--- src/rtl/e1b_code_loader_pkg.sv ---
// Constants shared by the E1B code loader and the code memory so both agree on width and depth.
// The loader's optional checksum output is enabled with the E1B_LOADER_CHECKSUM_EN define.
package e1b_code_loader_pkg;

  localparam int unsigned E1B_CODEBITS = 12;
  localparam int unsigned E1B_N_WORDS  = 4096;
  localparam int unsigned E1B_ACC_W    = 28;
  localparam int unsigned E1B_CNT_W    = 5;

  typedef enum logic [1:0] {
    StIdle = 2'd0,
    StLoad = 2'd1,
    StDone = 2'd2
  } loader_state_e;

  // A full code word is buffered once the bit count reaches the code width.
  function automatic logic e1b_can_emit(input logic [E1B_CNT_W-1:0] cnt);
    return cnt >= E1B_CNT_W'(E1B_CODEBITS);
  endfunction

endpackage

--- src/rtl/e1b_code_loader_if.sv ---
// Host-word input handshake plus code-memory write port of the E1B code loader.
interface e1b_code_loader_if
  import e1b_code_loader_pkg::*;
#(
  parameter int unsigned IN_W = 16
);

  logic                    in_valid;
  logic [IN_W-1:0]         in_data;
  logic                    in_ready;
  logic                    wr;
  logic [E1B_CODEBITS-1:0] tos;

  // Host / memory side.
  modport master (
    output in_valid,
    output in_data,
    input  in_ready,
    input  wr,
    input  tos
  );

  // Loader side.
  modport slave (
    input  in_valid,
    input  in_data,
    output in_ready,
    output wr,
    output tos
  );

endinterface

--- src/rtl/e1b_code_loader.sv ---
// Unpacks 16-bit host words (LSB first) into 12-bit code words and writes N_WORDS of them.
// Define E1B_LOADER_CHECKSUM_EN to add the csum output (XOR of all words written this load).
module e1b_code_loader
  import e1b_code_loader_pkg::*;
#(
  parameter int unsigned N_WORDS = E1B_N_WORDS,
  parameter int unsigned IN_W    = 16
) (
  input  logic                     clk,
  input  logic                     rst,
  input  logic                     start,
  e1b_code_loader_if.slave         bus,
  output logic [$clog2(N_WORDS):0] nwords,
  output logic                     busy,
  output logic                     done
`ifdef E1B_LOADER_CHECKSUM_EN
  ,
  output logic [E1B_CODEBITS-1:0]  csum
`endif
);

  localparam int unsigned NwW = $clog2(N_WORDS) + 1;
  localparam logic [NwW-1:0] LastIdx = NwW'(N_WORDS - 1);

  loader_state_e state_q, state_d;

  logic [E1B_ACC_W-1:0]    acc_q, acc_d, acc_s;
  logic [E1B_CNT_W-1:0]    cnt_q, cnt_d, cnt_s;
  logic [NwW-1:0]          nwords_q, nwords_d;
  logic                    wr_q, wr_d;
  logic [E1B_CODEBITS-1:0] tos_q, tos_d;
  logic                    emit, xfer;

`ifdef E1B_LOADER_CHECKSUM_EN
  logic [E1B_CODEBITS-1:0] csum_q, csum_d;
`endif

  assign emit         = (state_q == StLoad) && e1b_can_emit(cnt_q);
  assign bus.in_ready = (state_q == StLoad) && !e1b_can_emit(cnt_q);
  assign xfer         = bus.in_valid && bus.in_ready;

  always_comb begin
    state_d  = state_q;
    acc_d    = acc_q;
    cnt_d    = cnt_q;
    nwords_d = nwords_q;
    wr_d     = 1'b0;
    tos_d    = tos_q;
`ifdef E1B_LOADER_CHECKSUM_EN
    csum_d   = csum_q;
`endif

    // Shift out an emitted word before any append so new bits land at the post-shift count.
    acc_s = emit ? (acc_q >> E1B_CODEBITS) : acc_q;
    cnt_s = emit ? (cnt_q - E1B_CNT_W'(E1B_CODEBITS)) : cnt_q;

    if (start) begin
      state_d  = StLoad;
      acc_d    = '0;
      cnt_d    = '0;
      nwords_d = '0;
`ifdef E1B_LOADER_CHECKSUM_EN
      csum_d   = '0;
`endif
    end else begin
      case (state_q)
        StIdle: begin
        end
        StLoad: begin
          acc_d = acc_s;
          cnt_d = cnt_s;
          if (emit) begin
            wr_d     = 1'b1;
            tos_d    = acc_q[E1B_CODEBITS-1:0];
            nwords_d = nwords_q + NwW'(1);
`ifdef E1B_LOADER_CHECKSUM_EN
            csum_d   = csum_q ^ acc_q[E1B_CODEBITS-1:0];
`endif
            if (nwords_q == LastIdx) begin
              state_d = StDone;
            end
          end
          if (xfer) begin
            acc_d = acc_s | (E1B_ACC_W'(bus.in_data[IN_W-1:0]) << cnt_s);
            cnt_d = cnt_s + E1B_CNT_W'(IN_W);
          end
        end
        StDone: begin
          acc_d = '0;
          cnt_d = '0;
        end
        default: begin
          state_d = StIdle;
        end
      endcase
    end
  end

  always_ff @(posedge clk or posedge rst) begin
    if (rst) begin
      state_q  <= StIdle;
      acc_q    <= '0;
      cnt_q    <= '0;
      nwords_q <= '0;
      wr_q     <= 1'b0;
      tos_q    <= '0;
    end else begin
      state_q  <= state_d;
      acc_q    <= acc_d;
      cnt_q    <= cnt_d;
      nwords_q <= nwords_d;
      wr_q     <= wr_d;
      tos_q    <= tos_d;
    end
  end

`ifdef E1B_LOADER_CHECKSUM_EN
  always_ff @(posedge clk or posedge rst) begin
    if (rst) begin
      csum_q <= '0;
    end else begin
      csum_q <= csum_d;
    end
  end

  assign csum = csum_q;
`else
  // No checksum state in the default build.
`endif

  assign bus.wr  = wr_q;
  assign bus.tos = tos_q;
  assign nwords  = nwords_q;
  assign busy    = (state_q == StLoad);
  assign done    = (state_q == StDone);

endmodule

--- src/flat_wrapper.sv ---
// flat-port wrapper written by rule: the top's interface ports become plain ports
module e1b_code_loader_flat import e1b_code_loader_pkg::*;
#(
  parameter int unsigned N_WORDS = E1B_N_WORDS,
  parameter int unsigned IN_W    = 16
)
  (clk, rst, start, nwords, busy, done, bus_in_valid, bus_in_data, bus_in_ready, bus_wr, bus_tos);
  e1b_code_loader_if #(.IN_W(IN_W)) bus_i ();
  input  logic clk;
  input  logic rst;
  input  logic start;
  output logic [$clog2(N_WORDS):0] nwords;
  output logic busy;
  output logic done;
  input wire logic [$bits(bus_i.in_valid)-1:0] bus_in_valid;
  input wire logic [$bits(bus_i.in_data)-1:0] bus_in_data;
  output wire logic [$bits(bus_i.in_ready)-1:0] bus_in_ready;
  output wire logic [$bits(bus_i.wr)-1:0] bus_wr;
  output wire logic [$bits(bus_i.tos)-1:0] bus_tos;
  assign bus_i.in_valid = bus_in_valid;
  assign bus_i.in_data = bus_in_data;
  assign bus_in_ready = bus_i.in_ready;
  assign bus_wr = bus_i.wr;
  assign bus_tos = bus_i.tos;
  e1b_code_loader #(.N_WORDS(N_WORDS), .IN_W(IN_W)) u_core (.clk(clk), .rst(rst), .start(start), .bus(bus_i), .nwords(nwords), .busy(busy), .done(done));
endmodule
--- config.mk ---
export PLATFORM = sky130hd
export DESIGN_NAME = e1b_code_loader_flat
export DESIGN_NICKNAME = d
export VERILOG_FILES = /design/src/rtl/e1b_code_loader_pkg.sv /design/src/rtl/e1b_code_loader_if.sv /design/src/rtl/e1b_code_loader.sv /design/src/flat_wrapper.sv
export SDC_FILE = /design/constraint.sdc
export NUM_CORES = 1
export LEC_CHECK = 0
export CORE_MARGIN = 8
export CORE_UTILIZATION = 35
export DETAILED_ROUTE_END_ITERATION = 10
export GPL_TIMING_DRIVEN = 0
export MAX_ROUTING_LAYER = met4
export PLACE_DENSITY_LB_ADDON = 0.15
export SETUP_SLACK_MARGIN = 0.15
export SLEW_MARGIN = 20
export SYNTH_ARGS = -nofsm -noshare
export SYNTH_HDL_FRONTEND = slang
export SYNTH_SLANG_ARGS = --single-unit
--- constraint.sdc ---
create_clock -name clk -period 4.33 [get_ports clk]
set_input_delay 0.433 -clock clk [delete_from_list [all_inputs] [get_ports clk]]
set_output_delay 0.433 -clock clk [all_outputs]
set_load 0.01 [all_outputs]
Word-level counts from Yosys, hierarchy flattened
Cells that the tools add are included.
{"block": "totals", "ff_bits": 61, "latchBits": 0, "mem_bits_rw": 0, "rom_bits": 0, "inputBits": 20, "out_inout_bits": 29, "elab_cells": 49, "mem_count": 0}
{"block": "classes", "add_sub_neg": 3, "multipliers": 0, "n_div": 0, "n_lt_le_gt_ge": 1, "n_eq_ne": 6, "n_shift": 1, "muxes": 18, "bitwise": 2, "n_reduce_logical": 12}
{"cell": "28-bit 2-to-1 mux", "count": 3}
{"cell": "28-bit one-hot mux with 2 select lines", "count": 1}
{"cell": "13-bit 2-to-1 mux", "count": 3}
{"cell": "28-bit bitwise OR", "count": 1}
{"cell": "16-bit by 5-bit << shifter with 28-bit output", "count": 1}
{"cell": "5-bit 2-to-1 mux", "count": 3}
{"cell": "13-bit by 1-bit adder with 13-bit output (second input constant)", "count": 1}
{"cell": "13-bit by 12-bit equality test with 1-bit output (second input constant)", "count": 1}
{"cell": "5-bit one-hot mux with 2 select lines", "count": 1}
{"cell": "2-bit 2-to-1 mux", "count": 3}
{"cell": "3-bit by 2-bit != test with 1-bit output (second input constant)", "count": 2}
{"cell": "3-bit AND reduction", "count": 2}
{"cell": "5-bit adder (second input constant)", "count": 1}
{"cell": "5-bit by 4-bit greater-or-equal comparator with 1-bit output (second input constant)", "count": 1}
{"cell": "5-bit by 4-bit subtractor with 5-bit output (second input constant)", "count": 1}
{"cell": "2-bit one-hot mux with 2 select lines", "count": 1}
{"cell": "2-bit nonzero test", "count": 2}
{"cell": "1-bit logical AND", "count": 3}
{"cell": "1-bit 2-to-1 mux", "count": 3}
{"cell": "3-bit nonzero test", "count": 1}
{"cell": "2-bit by 1-bit equality test with 1-bit output (second input constant)", "count": 1}
{"cell": "2-bit equality test (second input constant)", "count": 1}
{"cell": "2-bit logical NOT", "count": 1}
{"cell": "2-bit by 1-bit != test with 1-bit output (second input constant)", "count": 1}
{"cell": "other kinds (4)", "count": 4}

Depth between registers and ports, before layout
{"block": "depth", "word_depth": 8, "depth_mapped": 10, "ltp_nobuf": 7}

Worst setup path after synthesis
Ideal clock, no wire load.
{"block": "synth_timing", "path_kind": "register to register", "startpoint": "reg u_core.cnt_q[2]", "endpoint": "reg u_core.acc_q[12]", "setup_time_ns": 0.126, "arrival_ns": 2.165, "slack_ns": 2.039, "stages_incl_launch_ff": 9, "synth_period_minus_slack_ns": 2.291, "cell_sequence": "dfrtp_1 ha_1 ha_1 nor3_1 o21ai_2 o31ai_2 buf_6 mux2_4 a221o_1"}
{"block": "synth_between", "elab_chain_len": 8}
{"item": "start: declaration", "line": "e1b_code_loader.sv:28", "rtl": "logic [E1B_CNT_W-1:0] cnt_q, cnt_d, cnt_s;"}
{"item": "start signal: assignment", "line": "e1b_code_loader.sv:110", "rtl": "cnt_q <= cnt_d;"}
{"item": "5-bit by 4-bit greater-or-equal comparator with 1-bit output", "line": "e1b_code_loader_pkg.sv:18", "rtl": "return cnt >= E1B_CNT_W'(E1B_CODEBITS);"}
{"item": "1-bit logical AND", "line": "e1b_code_loader.sv:38", "rtl": "assign emit = (state_q == StLoad) && e1b_can_emit(cnt_q);"}
{"item": "5-bit 2-to-1 mux", "line": "e1b_code_loader.sv:55", "rtl": "cnt_s = emit ? (cnt_q - E1B_CNT_W'(E1B_CODEBITS)) : cnt_q;"}
{"item": "16-bit by 5-bit << shifter with 28-bit output", "line": "e1b_code_loader.sv:84", "rtl": "acc_d = acc_s | (E1B_ACC_W'(bus.in_data[IN_W-1:0]) << cnt_s);"}
{"item": "28-bit bitwise OR", "line": "e1b_code_loader.sv:84"}
{"item": "28-bit 2-to-1 mux *", "line": "e1b_code_loader.sv:83", "rtl": "if (xfer) begin"}
{"item": "28-bit one-hot mux with 2 select lines *", "line": "e1b_code_loader.sv:66", "rtl": "case (state_q)"}
{"item": "28-bit 2-to-1 mux *", "line": "e1b_code_loader.sv:57", "rtl": "if (start) begin"}
{"item": "end signal: assignment", "line": "e1b_code_loader.sv:102", "rtl": "acc_q <= '0;"}
{"item": "end signal: assignment", "line": "e1b_code_loader.sv:109", "rtl": "acc_q <= acc_d;"}
{"item": "end: declaration", "line": "e1b_code_loader.sv:27", "rtl": "logic [E1B_ACC_W-1:0] acc_q, acc_d, acc_s;"}
Mark *: on every way between the ends. The rest lies on a longest branch, timed or not.
A chain may end at the register's enable or synchronous reset.

Worst setup path after layout
{"block": "layout_timing", "startpoint": "reg u_core.cnt_q[2]", "endpoint": "out bus_in_ready"}
{"block": "layout_between", "elab_chain_len": 3}
{"item": "5-bit by 4-bit greater-or-equal comparator with 1-bit output", "line": "e1b_code_loader_pkg.sv:18"}
{"item": "1-bit logical NOT", "line": "e1b_code_loader.sv:39", "rtl": "assign bus.in_ready = (state_q == StLoad) && !e1b_can_emit(cnt_q);"}
{"item": "1-bit logical AND", "line": "e1b_code_loader.sv:39"}
{"item": "end: declaration", "line": "flat_wrapper.sv:17", "rtl": "output wire logic [$bits(bus_i.in_ready)-1:0] bus_in_ready;"}
No other way between the ends.

==> impl_results.html <==
<table>
<tr><th>Metric</th><th>Value</th></tr>
<tr><th colspan="2">Global route</th></tr>
<tr><td>Pin count of the biggest net entering global routing</td><td>42</td></tr>
<tr><td>Wire length of the first global-routing pass</td><td>between 10000 and 15000 um</td></tr>
<tr><td>Most heavily used metal layer in global routing</td><td>met2</td></tr>
<tr><td>Fraction of met3 tracks used by global routing</td><td>around 4.0%</td></tr>
<tr><td>Sum of overflow across all layers after global routing</td><td>0</td></tr>
<tr><td>Grt met2 use</td><td>22.1%</td></tr>
<tr><td>Global-route usage over all layers</td><td>15.1%</td></tr>
<tr><td>GR met1 Demand/Resource</td><td>19.7%</td></tr>
<tr><td>Number of global-route vias before repair</td><td>~2600</td></tr>
<tr><td>Initial antenna violation count</td><td>0</td></tr>
<tr><th colspan="2">Timing</th></tr>
<tr><td>Max Clock Skew</td><td>0.00449 ns</td></tr>
<tr><td>Final Critical Period</td><td>between 2 and 3 ns</td></tr>
<tr><td>Slew HR</td><td>68.1%</td></tr>
<tr><td>Max Fclk</td><td>between 300 and 400 MHz</td></tr>
<tr><td>TNS Setup</td><td>0 ns</td></tr>
<tr><td>Setup repair after global routing missed its margin</td><td>no</td></tr>
<tr><td>Final Setup Violations</td><td>0</td></tr>
<tr><td>Least-Margin Pin Slew</td><td>roughly 0.48 ns</td></tr>
<tr><td>Endpoints failing hold</td><td>0</td></tr>
<tr><td>Fraction of the cycle the final worst path needs</td><td>66.8%</td></tr>
<tr><td>Final Max Tran Viols</td><td>0</td></tr>
<tr><th colspan="2">Clock network</th></tr>
<tr><td>Count of hold buffers inserted by post-cts repair</td><td>0</td></tr>
<tr><td>Clk slew on worst S/H paths</td><td>0.06 ns</td></tr>
<tr><td>CTS tree</td><td>yes</td></tr>
<tr><td>Clock tree root driver cell</td><td>sky130_fd_sc_hd__clkbuf_8</td></tr>
<tr><td>Worst skew pair latency</td><td>0.34 ns</td></tr>
<tr><td>Clock sink count</td><td>59</td></tr>
<tr><td>Number of buffers between clock root and the deepest sink</td><td>2</td></tr>
<tr><td>Maximum level of the CTS H-tree</td><td>3</td></tr>
<tr><td>Post-CTS setup buffer count</td><td>0</td></tr>
<tr><td>Number of cells upsized or downsized after cts</td><td>0</td></tr>
<tr><td>Clock buffers created by TritonCTS</td><td>9</td></tr>
<tr><th colspan="2">Placed design</th></tr>
<tr><td>Placed cell area</td><td>3700 um2</td></tr>
<tr><td>IO buf count</td><td>48</td></tr>
<tr><td>Total half-perimeter wirelength after legalization and detailed placement</td><td>between 6000 and 7000 um</td></tr>
<tr><td>Gpl congestion</td><td>0.841</td></tr>
<tr><th colspan="2">Synth</th></tr>
<tr><td>Netlist area before placement</td><td>3060 um2</td></tr>
<tr><td>Average instance area after synthesis</td><td>10.5 um2</td></tr>
<tr><td>Synth Instances</td><td>around 290</td></tr>
<tr><td>Portion of the post-synthesis area used by sequential elements</td><td>roughly half</td></tr>
<tr><td>Number of flops mapped to enable cells by yosys</td><td>0</td></tr>
<tr><td>Count of state elements after synthesis</td><td>59</td></tr>
<tr><td>Async set-reset flop share out of synthesis</td><td>100%</td></tr>
<tr><td>Count of different cell masters after synthesis</td><td>49</td></tr>
<tr><td>Synth Warn #</td><td>0</td></tr>
<tr><td>Library cell with the largest summed area after synthesis</td><td>sky130_fd_sc_hd__dfrtp_1</td></tr>
<tr><td>Predominant post-synthesis flop cell</td><td>sky130_fd_sc_hd__dfrtp_1</td></tr>
<tr><td>Syn_nets</td><td>315</td></tr>
<tr><td>Largest cells by area after synthesis</td><td>sky130_fd_sc_hd__dfrtp_1 48%, sky130_fd_sc_hd__mux2_2 5.9%, sky130_fd_sc_hd__nand2_1 3.4%</td></tr>
<tr><td>Share of the synthesized area in the top cell type</td><td>48.3%</td></tr>
<tr><th colspan="2">Critical path</th></tr>
<tr><td>Register-to-Register Path Depth</td><td>9</td></tr>
<tr><td>Startpoint type of the worst setup path</td><td>register</td></tr>
<tr><td>Most common cell on crit path</td><td>sky130_fd_sc_hd__ha_1</td></tr>
<tr><td>WP data required</td><td>3.90 ns</td></tr>
<tr><td>Crit path max fanout</td><td>8</td></tr>
<tr><td>Worst path top cell family by delay</td><td>buffers and inverters</td></tr>
<tr><td>Slowest Stage Delay on Critical Path</td><td>roughly 0.55 ns</td></tr>
<tr><td>Chain of cells forming the critical path</td><td>ha_1 &gt; ha_1 &gt; a211o_2 &gt; nor2_1 &gt; clkdlybuf4s50_1</td></tr>
<tr><td>Capture point of the worst reg-to-reg path</td><td>u_core.acc_q[18]</td></tr>
<tr><td>Startpoint-to-endpoint class of the critical path</td><td>register to output port</td></tr>
<tr><td>Source of the worst register-to-register timing path</td><td>u_core.cnt_q[2]</td></tr>
<tr><td>Crit path capture type</td><td>output port</td></tr>
<tr><td>Crit path DAT</td><td>2.46 ns</td></tr>
<tr><td>Buf+Inv Stages, Crit Path</td><td>1</td></tr>
<tr><td>Worst-path cell with the longest stage delay</td><td>sky130_fd_sc_hd__clkdlybuf4s50_1</td></tr>
<tr><td>Setup slack, reg-to-reg</td><td>1.71 ns</td></tr>
<tr><th colspan="2">Layout</th></tr>
<tr><td>Cell area after layout</td><td>about 4000 um2</td></tr>
<tr><td>Final #Nets</td><td>375</td></tr>
<tr><td>Total of fill cells in the finished design</td><td>823</td></tr>
<tr><td>Antenna Diode Count</td><td>0</td></tr>
<tr><td>Area growth from synthesis to layout</td><td>29.5%</td></tr>
<tr><td>Area of combinational cells with multiple inputs</td><td>1450 um2</td></tr>
<tr><td>Layout cells sized above 1</td><td>16.2%</td></tr>
<tr><td>Sequential cell area</td><td>1480 um2</td></tr>
<tr><th colspan="2">Job</th></tr>
<tr><td>Number of violations of the max-capacitance limit</td><td>0</td></tr>
<tr><th colspan="2">Min path</th></tr>
<tr><td>Hold Crit Class</td><td>primary input to asynchronous set/reset pin</td></tr>
<tr><th colspan="2">Power</th></tr>
<tr><td>Leakage power</td><td>between 1.5 and 2 nW</td></tr>
<tr><td>Power per Cell Area</td><td>411 nW/um2</td></tr>
<tr><td>Maximum resistive drop on vdd</td><td>0.197 mV</td></tr>
<tr><th colspan="2">Detailed routing</th></tr>
<tr><td>Detail Route Antenna Nets</td><td>0</td></tr>
<tr><td>DR iter-0 viols</td><td>157</td></tr>
<tr><td>Total routed wirelength</td><td>8200 um</td></tr>
<tr><td>DRC</td><td>0</td></tr>
<tr><td>Routed wire length per instance</td><td>around 18 um</td></tr>
<tr><td>Ratio of routed vias to standard cells</td><td>5.34</td></tr>
<tr><td>Total via count in the routed design</td><td>2481</td></tr>
<tr><td>Count of TritonRoute iterations in the first routing pass</td><td>4</td></tr>
<tr><th colspan="2">Floorplanning</th></tr>
<tr><td>Vertical extent of the die</td><td>109 um</td></tr>
<tr><td>Die X</td><td>109 um</td></tr>
<tr><td>Core region area</td><td>8590 um2</td></tr>
<tr><td>Total I/O pin count</td><td>49</td></tr>
<tr><td>Rows</td><td>34</td></tr>
<tr><td>Overall die area</td><td>12000 um2</td></tr>
<tr><td>Starting utilization of the core area</td><td>35.6%</td></tr>
<tr><th colspan="2">Run status</th></tr>
<tr><td>Run status</td><td>finished clean</td></tr>
</table>
cells in the final DEF (no fill, tap or decap), types with 5 or more instances in the layout:
cell,instances
sky130_fd_sc_hd__buf_2,6
sky130_fd_sc_hd__a22oi_1,5
sky130_fd_sc_hd__nand2_1,28
sky130_fd_sc_hd__nand3_1,11
sky130_fd_sc_hd__mux2_2,16
sky130_fd_sc_hd__nor3_1,6
sky130_fd_sc_hd__clkbuf_1,8
sky130_fd_sc_hd__inv_1,5
sky130_fd_sc_hd__a21oi_1,9
sky130_fd_sc_hd__o21ai_0,12
sky130_fd_sc_hd__nor2_1,20
sky130_fd_sc_hd__a31oi_1,5
sky130_fd_sc_hd__clkbuf_8,9
sky130_fd_sc_hd__xnor2_1,6
sky130_fd_sc_hd__nand4_1,7
sky130_fd_sc_hd__clkdlybuf4s50_1,48
sky130_fd_sc_hd__dfrtp_1,59
sky130_fd_sc_hd__mux2i_1,10
sky130_fd_sc_hd__a32oi_1,5
sky130_fd_sc_hd__nand2b_1,7
final cells by class:
| type | instances | area share, % |
|---|---|---|
| Buffer | 17 | 2.56 |
| Clock buffer | 11 | 3.32 |
| Clock inverter | 5 | 3.16 |
| Inverter | 7 | 0.727 |
| Multi-Input combinational cell | 209 | 36.7 |
| Sequential cell | 59 | 37.3 |
| Tap cell | 108 | 3.41 |
| Timing Repair Buffer | 49 | 12.8 |
worst max path at each step:
stage	slack [ns]	from	depth (start not counted)	end
finish	1.44	u_core.cnt_q[2]	5	bus_in_ready
global route	1.35	u_core.cnt_q[2]	5	bus_in_ready
CTS	1.43	u_core.cnt_q[2]	5	bus_in_ready
detailed placement	1.69	u_core.cnt_q[2]	9	u_core.acc_q[18]
global placement	1.25	rst	2	u_core.bus.tos[10]
floorplan	2.04	u_core.cnt_q[2]	8	u_core.acc_q[12]
power by group:
group / switching (mW) / total [mW] / internal (mW)
combinational: 0.163 / 0.331 / 0.168
sequential: 0.0336 / 0.641 / 0.607
clock: 0.214 / 0.654 / 0.440
cells by family (layout without fill, tap and decap cells):
| family | Yosys count | in the layout | share of synthesized area [%] |
|---|---|---|---|
| AO/OA/AOI/OAI | 68 | 68 | 16.7 |
| XOR/XNOR | 10 | 10 | 2.86 |
| adder cells (fa/ha/maj) | 3 | 3 | 1.23 |
| buffers and inverters | 24 | 89 | 4.17 |
| flip-flops | 59 | 59 | 48.3 |
| multiplexers | 29 | 29 | 10.6 |
| AND/OR/NAND/NOR | 99 | 99 | 16.1 |
flip-flops by register name (all words and copies together) (netlist names):
signal / flops
u_core.bus.tos: 12
u_core.cnt_q: 3
u_core.nwords: 13
u_core.bus.wr: 1
u_core.acc_q: 28
u_core.state_q: 2
metal layers:
metal	vias up	share of wire (%)
met5	-	0
met1	1205	49
met2	71	43
met3	15	6.1
li1	1190	-
met4	0	1.7
synthesized netlist by cell type, drive strengths merged (8+ instances only):
master / number
dfrtp: 59
nand2: 28
nor2: 21
mux2: 19
o21ai: 13
buf: 11
nand3: 11
mux2i: 10
a21oi: 9
nand2b: 8
metrics by stage:
stage	total power, mW	utilization, %	worst slack [ns]	std cells	hold slack, ns
3_3_place_gp	0.980	42.7	1.25	448	0.474
3_5_place_dp	0.986	43.1	1.69	449	0.475
4_1_cts	1.65	46.1	1.43	465	0.396
6_report	1.63	46.1	1.44	465	0.391
2_1_floorplan	0.838	-	2.04	292	0.444
5_1_grt	1.71	46.1	1.35	465	0.391
(Power assumes the default switching activity.)
